### config.mk
export PLATFORM = sky130hd
export DESIGN_NAME = uart_tx_ctrl
export DESIGN_NICKNAME = d
export VERILOG_FILES = /design/src/rtl/uart_tx_pkg.sv /design/src/rtl/uart_tx_shifter.sv /design/src/rtl/uart_tx_ctrl.sv
export SDC_FILE = /design/constraint.sdc
export NUM_CORES = 1
export LEC_CHECK = 0
export CORE_MARGIN = 10
export CORE_UTILIZATION = 45
export DETAILED_ROUTE_END_ITERATION = 8
export PLACE_DENSITY = 0.79
export SYNTH_ARGS = -nofsm -noshare
export SYNTH_HDL_FRONTEND = slang
export SYNTH_SLANG_ARGS = --single-unit
### constraint.sdc
create_clock -name CLK -period 4.8 [get_ports CLK]
set_clock_uncertainty 0.2 [all_clocks]
set_input_delay 1.2 -clock CLK [delete_from_list [all_inputs] [get_ports CLK]]
set_output_delay 1.2 -clock CLK [all_outputs]
set_load 0.02 [all_outputs]
### src/rtl/uart_tx_pkg.sv
// uart_tx_pkg: shared types and constants for the UART transmit engine.
package uart_tx_pkg;

  // Frame FSM states, Gray-style so each regular step flips one bit.
  typedef enum logic [2:0] {
    S_IDLE   = 3'b000,
    S_START  = 3'b001,
    S_DATA   = 3'b011,
    S_PARITY = 3'b010,
    S_STOP1  = 3'b110,
    S_STOP2  = 3'b111
`ifdef UART_TX_BREAK_EN
    ,
    S_BREAK  = 3'b101
`endif
  } tx_state_e;

  // Parity type encodings as seen on PAR_TYP.
  localparam logic PAR_EVEN  = 1'b0;
  localparam logic PAR_ODD   = 1'b1;

  // Level of the serial line when nothing is being sent.
  localparam logic LINE_IDLE = 1'b1;

  // Per-frame configuration captured together with the payload.
  typedef struct packed {
    logic par_en;
    logic par_typ;
    logic stop2;
  } frame_cfg_t;

endpackage

### src/rtl/uart_tx_shifter.sv
// uart_tx_shifter: payload shift register, data-bit counter and parity of
// the captured payload. Tells the FSM when the last data bit is on the line.
module uart_tx_shifter
  import uart_tx_pkg::*;
#(
  parameter int DATA_WIDTH = 8
) (
  input  logic                  CLK,
  input  logic                  RST,
  input  logic                  load,
  input  logic                  shift,
  input  logic [DATA_WIDTH-1:0] load_data,
  output logic                  bit_cur,
  output logic                  bit_next,
  output logic                  done,
  output logic                  data_parity
);

  localparam int CNT_W = $clog2(DATA_WIDTH + 1);

  logic [DATA_WIDTH-1:0] shift_q;
  logic [CNT_W-1:0]      cnt_q;
  logic                  par_q;

  // Capture a new payload or move one bit toward the line per data bit-time.
  always_ff @(posedge CLK) begin
    // NOTE: non-blocking so every register updates from its pre-edge value.
    if (RST) begin
      shift_q <= '0;
      cnt_q   <= '0;
      par_q   <= 1'b0;
    end else if (load) begin
      shift_q <= load_data;
      cnt_q   <= '0;
      par_q   <= ^load_data;
    end else if (shift) begin
      shift_q <= {1'b0, shift_q[DATA_WIDTH-1:1]};
      cnt_q   <= cnt_q + CNT_W'(1);
    end
  end

  assign bit_cur     = shift_q[0];
  assign bit_next    = shift_q[1];
  assign done        = (cnt_q == CNT_W'(DATA_WIDTH - 1));
  assign data_parity = par_q;

endmodule

### src/rtl/uart_tx_ctrl.sv
// uart_tx_ctrl: UART transmit engine. Frame FSM and registered line/handshake
// outputs; the payload datapath lives in uart_tx_shifter.
// Optional feature: define UART_TX_BREAK_EN to add Break_Req and a BREAK_LEN
// bit-time break condition.
module uart_tx_ctrl
  import uart_tx_pkg::*;
#(
  parameter int DATA_WIDTH = 8,
  parameter int BREAK_LEN  = 13
) (
  input  logic                  CLK,
  input  logic                  RST,
  input  logic                  Tick,
  input  logic [DATA_WIDTH-1:0] P_DATA,
  input  logic                  Data_Valid,
  input  logic                  PAR_EN,
  input  logic                  PAR_TYP,
  input  logic                  STOP2,
`ifdef UART_TX_BREAK_EN
  input  logic                  Break_Req,
`endif
  output logic                  Data_Ack,
  output logic                  TX_OUT,
  output logic                  Busy
);

  if (DATA_WIDTH < 5 || DATA_WIDTH > 9) begin : g_bad_width
    $error("uart_tx_ctrl: DATA_WIDTH must be 5..9");
  end
  if (BREAK_LEN < 2 || BREAK_LEN > 255) begin : g_bad_break
    $error("uart_tx_ctrl: BREAK_LEN must be 2..255");
  end

  tx_state_e  state_q;
  frame_cfg_t cfg_q;

  logic sh_bit_cur, sh_bit_next, sh_done, sh_parity;
  logic at_decision, brk_go, load;

`ifdef UART_TX_BREAK_EN
  logic [7:0] brk_cnt_q;
  logic       brk_stop_q;  // current STOP1 closes a break, not a frame
  assign brk_go = Break_Req;
`else
  assign brk_go = 1'b0;
`endif

  // Idle, or the final stop bit of a frame: the points where a new request is taken.
  assign at_decision = (state_q == S_IDLE) || (state_q == S_STOP2) ||
                       ((state_q == S_STOP1) && !cfg_q.stop2
`ifdef UART_TX_BREAK_EN
                        && !brk_stop_q
`endif
                       );
  assign load = Tick && at_decision && Data_Valid && !brk_go;

  uart_tx_shifter #(.DATA_WIDTH(DATA_WIDTH)) u_shifter (
    .CLK         (CLK),
    .RST         (RST),
    .load        (load),
    .shift       (Tick && (state_q == S_DATA)),
    .load_data   (P_DATA),
    .bit_cur     (sh_bit_cur),
    .bit_next    (sh_bit_next),
    .done        (sh_done),
    .data_parity (sh_parity)
  );

  // Frame sequencing with registered line, busy and acknowledge outputs.
  always_ff @(posedge CLK) begin
    if (RST) begin
      state_q  <= S_IDLE;
      cfg_q    <= '{par_en: 1'b0, par_typ: PAR_EVEN, stop2: 1'b0};
      TX_OUT   <= LINE_IDLE;
      Busy     <= 1'b0;
      Data_Ack <= 1'b0;
`ifdef UART_TX_BREAK_EN
      brk_cnt_q  <= '0;
      brk_stop_q <= 1'b0;
`endif
    end else begin
      Data_Ack <= 1'b0;
      if (Tick) begin
        if (at_decision) begin
`ifdef UART_TX_BREAK_EN
          if (Break_Req) begin
            state_q   <= S_BREAK;
            brk_cnt_q <= '0;
            TX_OUT    <= ~LINE_IDLE;
            Busy      <= 1'b1;
          end else
`endif
          if (Data_Valid) begin
            state_q  <= S_START;
            cfg_q    <= '{par_en: PAR_EN, par_typ: PAR_TYP, stop2: STOP2};
            Data_Ack <= 1'b1;
            TX_OUT   <= ~LINE_IDLE;
            Busy     <= 1'b1;
          end else begin
            state_q <= S_IDLE;
            TX_OUT  <= LINE_IDLE;
            Busy    <= 1'b0;
          end
        end else begin
          case (state_q)
            S_START: begin
              state_q <= S_DATA;
              TX_OUT  <= sh_bit_cur;
            end
            S_DATA: begin
              if (!sh_done) begin
                TX_OUT <= sh_bit_next;
              end else if (cfg_q.par_en) begin
                state_q <= S_PARITY;
                TX_OUT  <= sh_parity ^ (cfg_q.par_typ == PAR_ODD);
              end else begin
                state_q <= S_STOP1;
                TX_OUT  <= LINE_IDLE;
              end
            end
            S_PARITY: begin
              state_q <= S_STOP1;
              TX_OUT  <= LINE_IDLE;
            end
            S_STOP1: begin
`ifdef UART_TX_BREAK_EN
              if (brk_stop_q) begin
                state_q    <= S_IDLE;
                brk_stop_q <= 1'b0;
                Busy       <= 1'b0;
              end else
`endif
              begin
                state_q <= S_STOP2;
              end
              TX_OUT <= LINE_IDLE;
            end
`ifdef UART_TX_BREAK_EN
            S_BREAK: begin
              if (brk_cnt_q == 8'(BREAK_LEN - 1)) begin
                state_q    <= S_STOP1;
                brk_stop_q <= 1'b1;
                TX_OUT     <= LINE_IDLE;
              end else begin
                brk_cnt_q <= brk_cnt_q + 8'd1;
              end
            end
`endif
            default: begin
              state_q <= S_IDLE;
              TX_OUT  <= LINE_IDLE;
              Busy    <= 1'b0;
            end
          endcase
        end
      end
    end
  end

endmodule

==> out/metrics.cfg <==
[place]
place_area_um2 = 1250
hpwl_um = 1860
globalplace.congestion = 0.807
portBuffers = 17

[routing]
final_antenna_net_count = 0
drt-met1-wl_um = 1210
drc = 0
post_drt_via_cell_ratio = 5.66
top_layer_used = met4
routed_wl_um = 2540
drtIter0Drc = 115
wl_per_cell_um = 14.9
vias = 968
wl_met3_um = 105
dr_wl_met2_um = 1220
drt-pass1-iter-count = 4

[timing]
max_freq_mhz = 366
slew_viol_final = 0
setup-tns-final_ns = 0
tightest_slew_ns = 1.01
hold_viol = 0
setup_viol = 0
timing.hold.ws_ns = 0.301
finalCriticalPeriod_ns = 2.73
min_period_over_period_pct = 56.9
rsz0062_at_grt = no
timing.slew.headroom_pct = 32.2

[worst_hold_path]
hp-start = u_shifter.shift_q[4]
whs_path_depth = 2
whs_endpoint = u_shifter.shift_q[3]
hold_class = reg -> reg

[layout]
nFillCells = 205
final_core_util_pct = 57.2
layout.nets = 160
layout-drive-gt1-share_pct = 4.90
antennaDiodeCount = 0
area_growth_pct = 17.6
seqCellArea_um2 = 440
final_cell_area_um2 = 1300
multi_input_area_um2 = 593

[worst_setup_path]
crit_required_ns = 4.84
worst-endpoint-arrival_ns = 2.77
reg2reg_to = u_shifter.data_parity
worst_r2r_path_depth = 4
critical_path.startpoint_type = primary input
crit_fanout = 11
cp-end-kind = register
r2r_start = state_q[1]
r2r_slack_ns = 2.49
critical_path_class = in -> reg

[floorplan]
initial_utilization_pct = 48.7
rows = 17
core_area_um2 = 2280
die_x_um = 69.6
io_pins = 18
die_area_um2 = 4840
die_h_um = 69.6

[clock_tree]
cts_setup_buffers = 0
clock-sinks = 22
cts_tree = built
clk_latency_ns = 0.31
clkTransAtPathRegs_ns = 0.12
ctsRootBufferMaster = clkbuf_4
cts_hold_buf = 0
cts_resized = 0
cts_max_level = 1
numCtsBuffers = 3
cts_buffer_depth = 2

[pwr]
cellLeakagePower_nw = 0.447
ir_worst_vdd_mv = 0.272
powerDensity_nw_per_um2 = 325

[yosys]
seq_area_frac_synth_pct = 39.8
avgSynthCellArea_um2 = 8.39
synth_top_area_cell = dfxtp_1
synth_flop_cell = dfxtp_1
syn-num-nets = 148
ys_top_cells_by_area = dfxtp_1, xnor2_1, a21oi_1
synthDistinctLibCells = 34
synth-simple-area-share_pct = 20.8
synth_compound_area_share_pct = 22.0
synth_top_area_share_pct = 39.8
syn_area_um2 = 1110
synth_edf_count = 0
synthTopCellsByCount = dfxtp_1, a21oi_1, nand2_1, nor3_1, xnor2_1
synth-seq-cells = 22
synth_most_common_cell = dfxtp_1
synth_cells = 132
synth-async-reset-ratio_pct = 0
synthAdderAreaFrac_pct = 1.13
yosys_warnings = 0
synth_xor_area_share_pct = 8.70
synth_top_family_by_area = compound AO/OA/AOI/OAI gates
muxShareOfSynthArea_pct = 0.904

[grt]
antenna_found_initial = 0
grt_overflow = 0
grt_pass1_wl_um = 4370
grt_pass1_vias = 972
grt_max_degree = 23
grtUsageTotal_pct = 10.3

[status]
status = finished clean

[run]
drv_cap = 0

## sequential cells by signal, indices dropped and copies added (netlist names)
name,cells
Busy,1
Data_Ack,1
TX_OUT,1
cfg_q,3
state_q,3
u_shifter.cnt_q,4
u_shifter.data_parity,1
u_shifter.shift_q,8
## critical path: stages
cell	delay [ns]
clkdlybuf4s50_1	0.61
and4b_1	0.52
nand4_1	0.16
xor2_1	0.16
nor3_1	0.12
## layer usage
layer | up-vias | track usage [%]
met5 | - | 0
met4 | 0 | 2.22
met3 | 2 | 3.14
met2 | 26 | 16.8
met1 | 445 | 12.7
li1 | 495 | -
## cell type report
type	count	area share, %
multi-input combinational	97	45.5
sequential	22	33.8
timing repair buffer	17	13.1
tap	28	2.69
clock inverter	1	2.31
clock buffer	3	1.73
inverter	3	0.865
## how the worst max path moves through the flow
| stage | startpoint | end | depth (start not counted) |
|---|---|---|---|
| after floorplan | Tick | u_shifter.shift_q[0] | 5 |
| after global placement | Tick | u_shifter.cnt_q[3] | 5 |
| after detailed placement | Tick | u_shifter.cnt_q[3] | 5 |
| after CTS | Tick | u_shifter.cnt_q[3] | 5 |
| after global routing | Tick | u_shifter.shift_q[5] | 4 |
| final | Tick | u_shifter.cnt_q[3] | 5 |
## layout by cell type, fill, tap and decap left out, types with 2 or more instances in the layout
cell / count
a32oi_1: 2
o21ai_0: 6
nor2_1: 7
inv_1: 3
a311oi_1: 5
o211ai_1: 3
a21oi_1: 15
xor2_1: 2
clkbuf_4: 3
clkdlybuf4s50_1: 17
nand2_1: 14
a31oi_1: 2
dfxtp_1: 22
nand3_1: 5
a211oi_1: 2
nor3_1: 10
xnor2_1: 9
## stage by stage
step / std cells / total power, mW / setup slack (ns)
final: 171 / 0.423 / 2.07
after global routing: 171 / 0.444 / 1.96
after CTS: 171 / 0.425 / 2.08
after detailed placement: 167 / 0.286 / 1.77
after global placement: 167 / 0.283 / 1.81
after floorplan: 132 / 0.263 / 2.55
## power by group
part	switching (mW)	internal, mW
Combinational	0.0417	0.0363
Sequential	0.0104	0.194
Clock	0.0567	0.0844
## logic make-up (layout without fill, tap and decap cells)
group / after synthesis / after routing
AO/OA/AOI/OAI: 38 / 38
XOR/XNOR: 11 / 11
adder cells (fa/ha/maj): 1 / 1
buffers and inverters: 13 / 24
flip-flops: 22 / 22
multiplexers: 1 / 1
AND/OR/NAND/NOR: 46 / 46
Note: power is estimated with default switching activity, not from simulation.
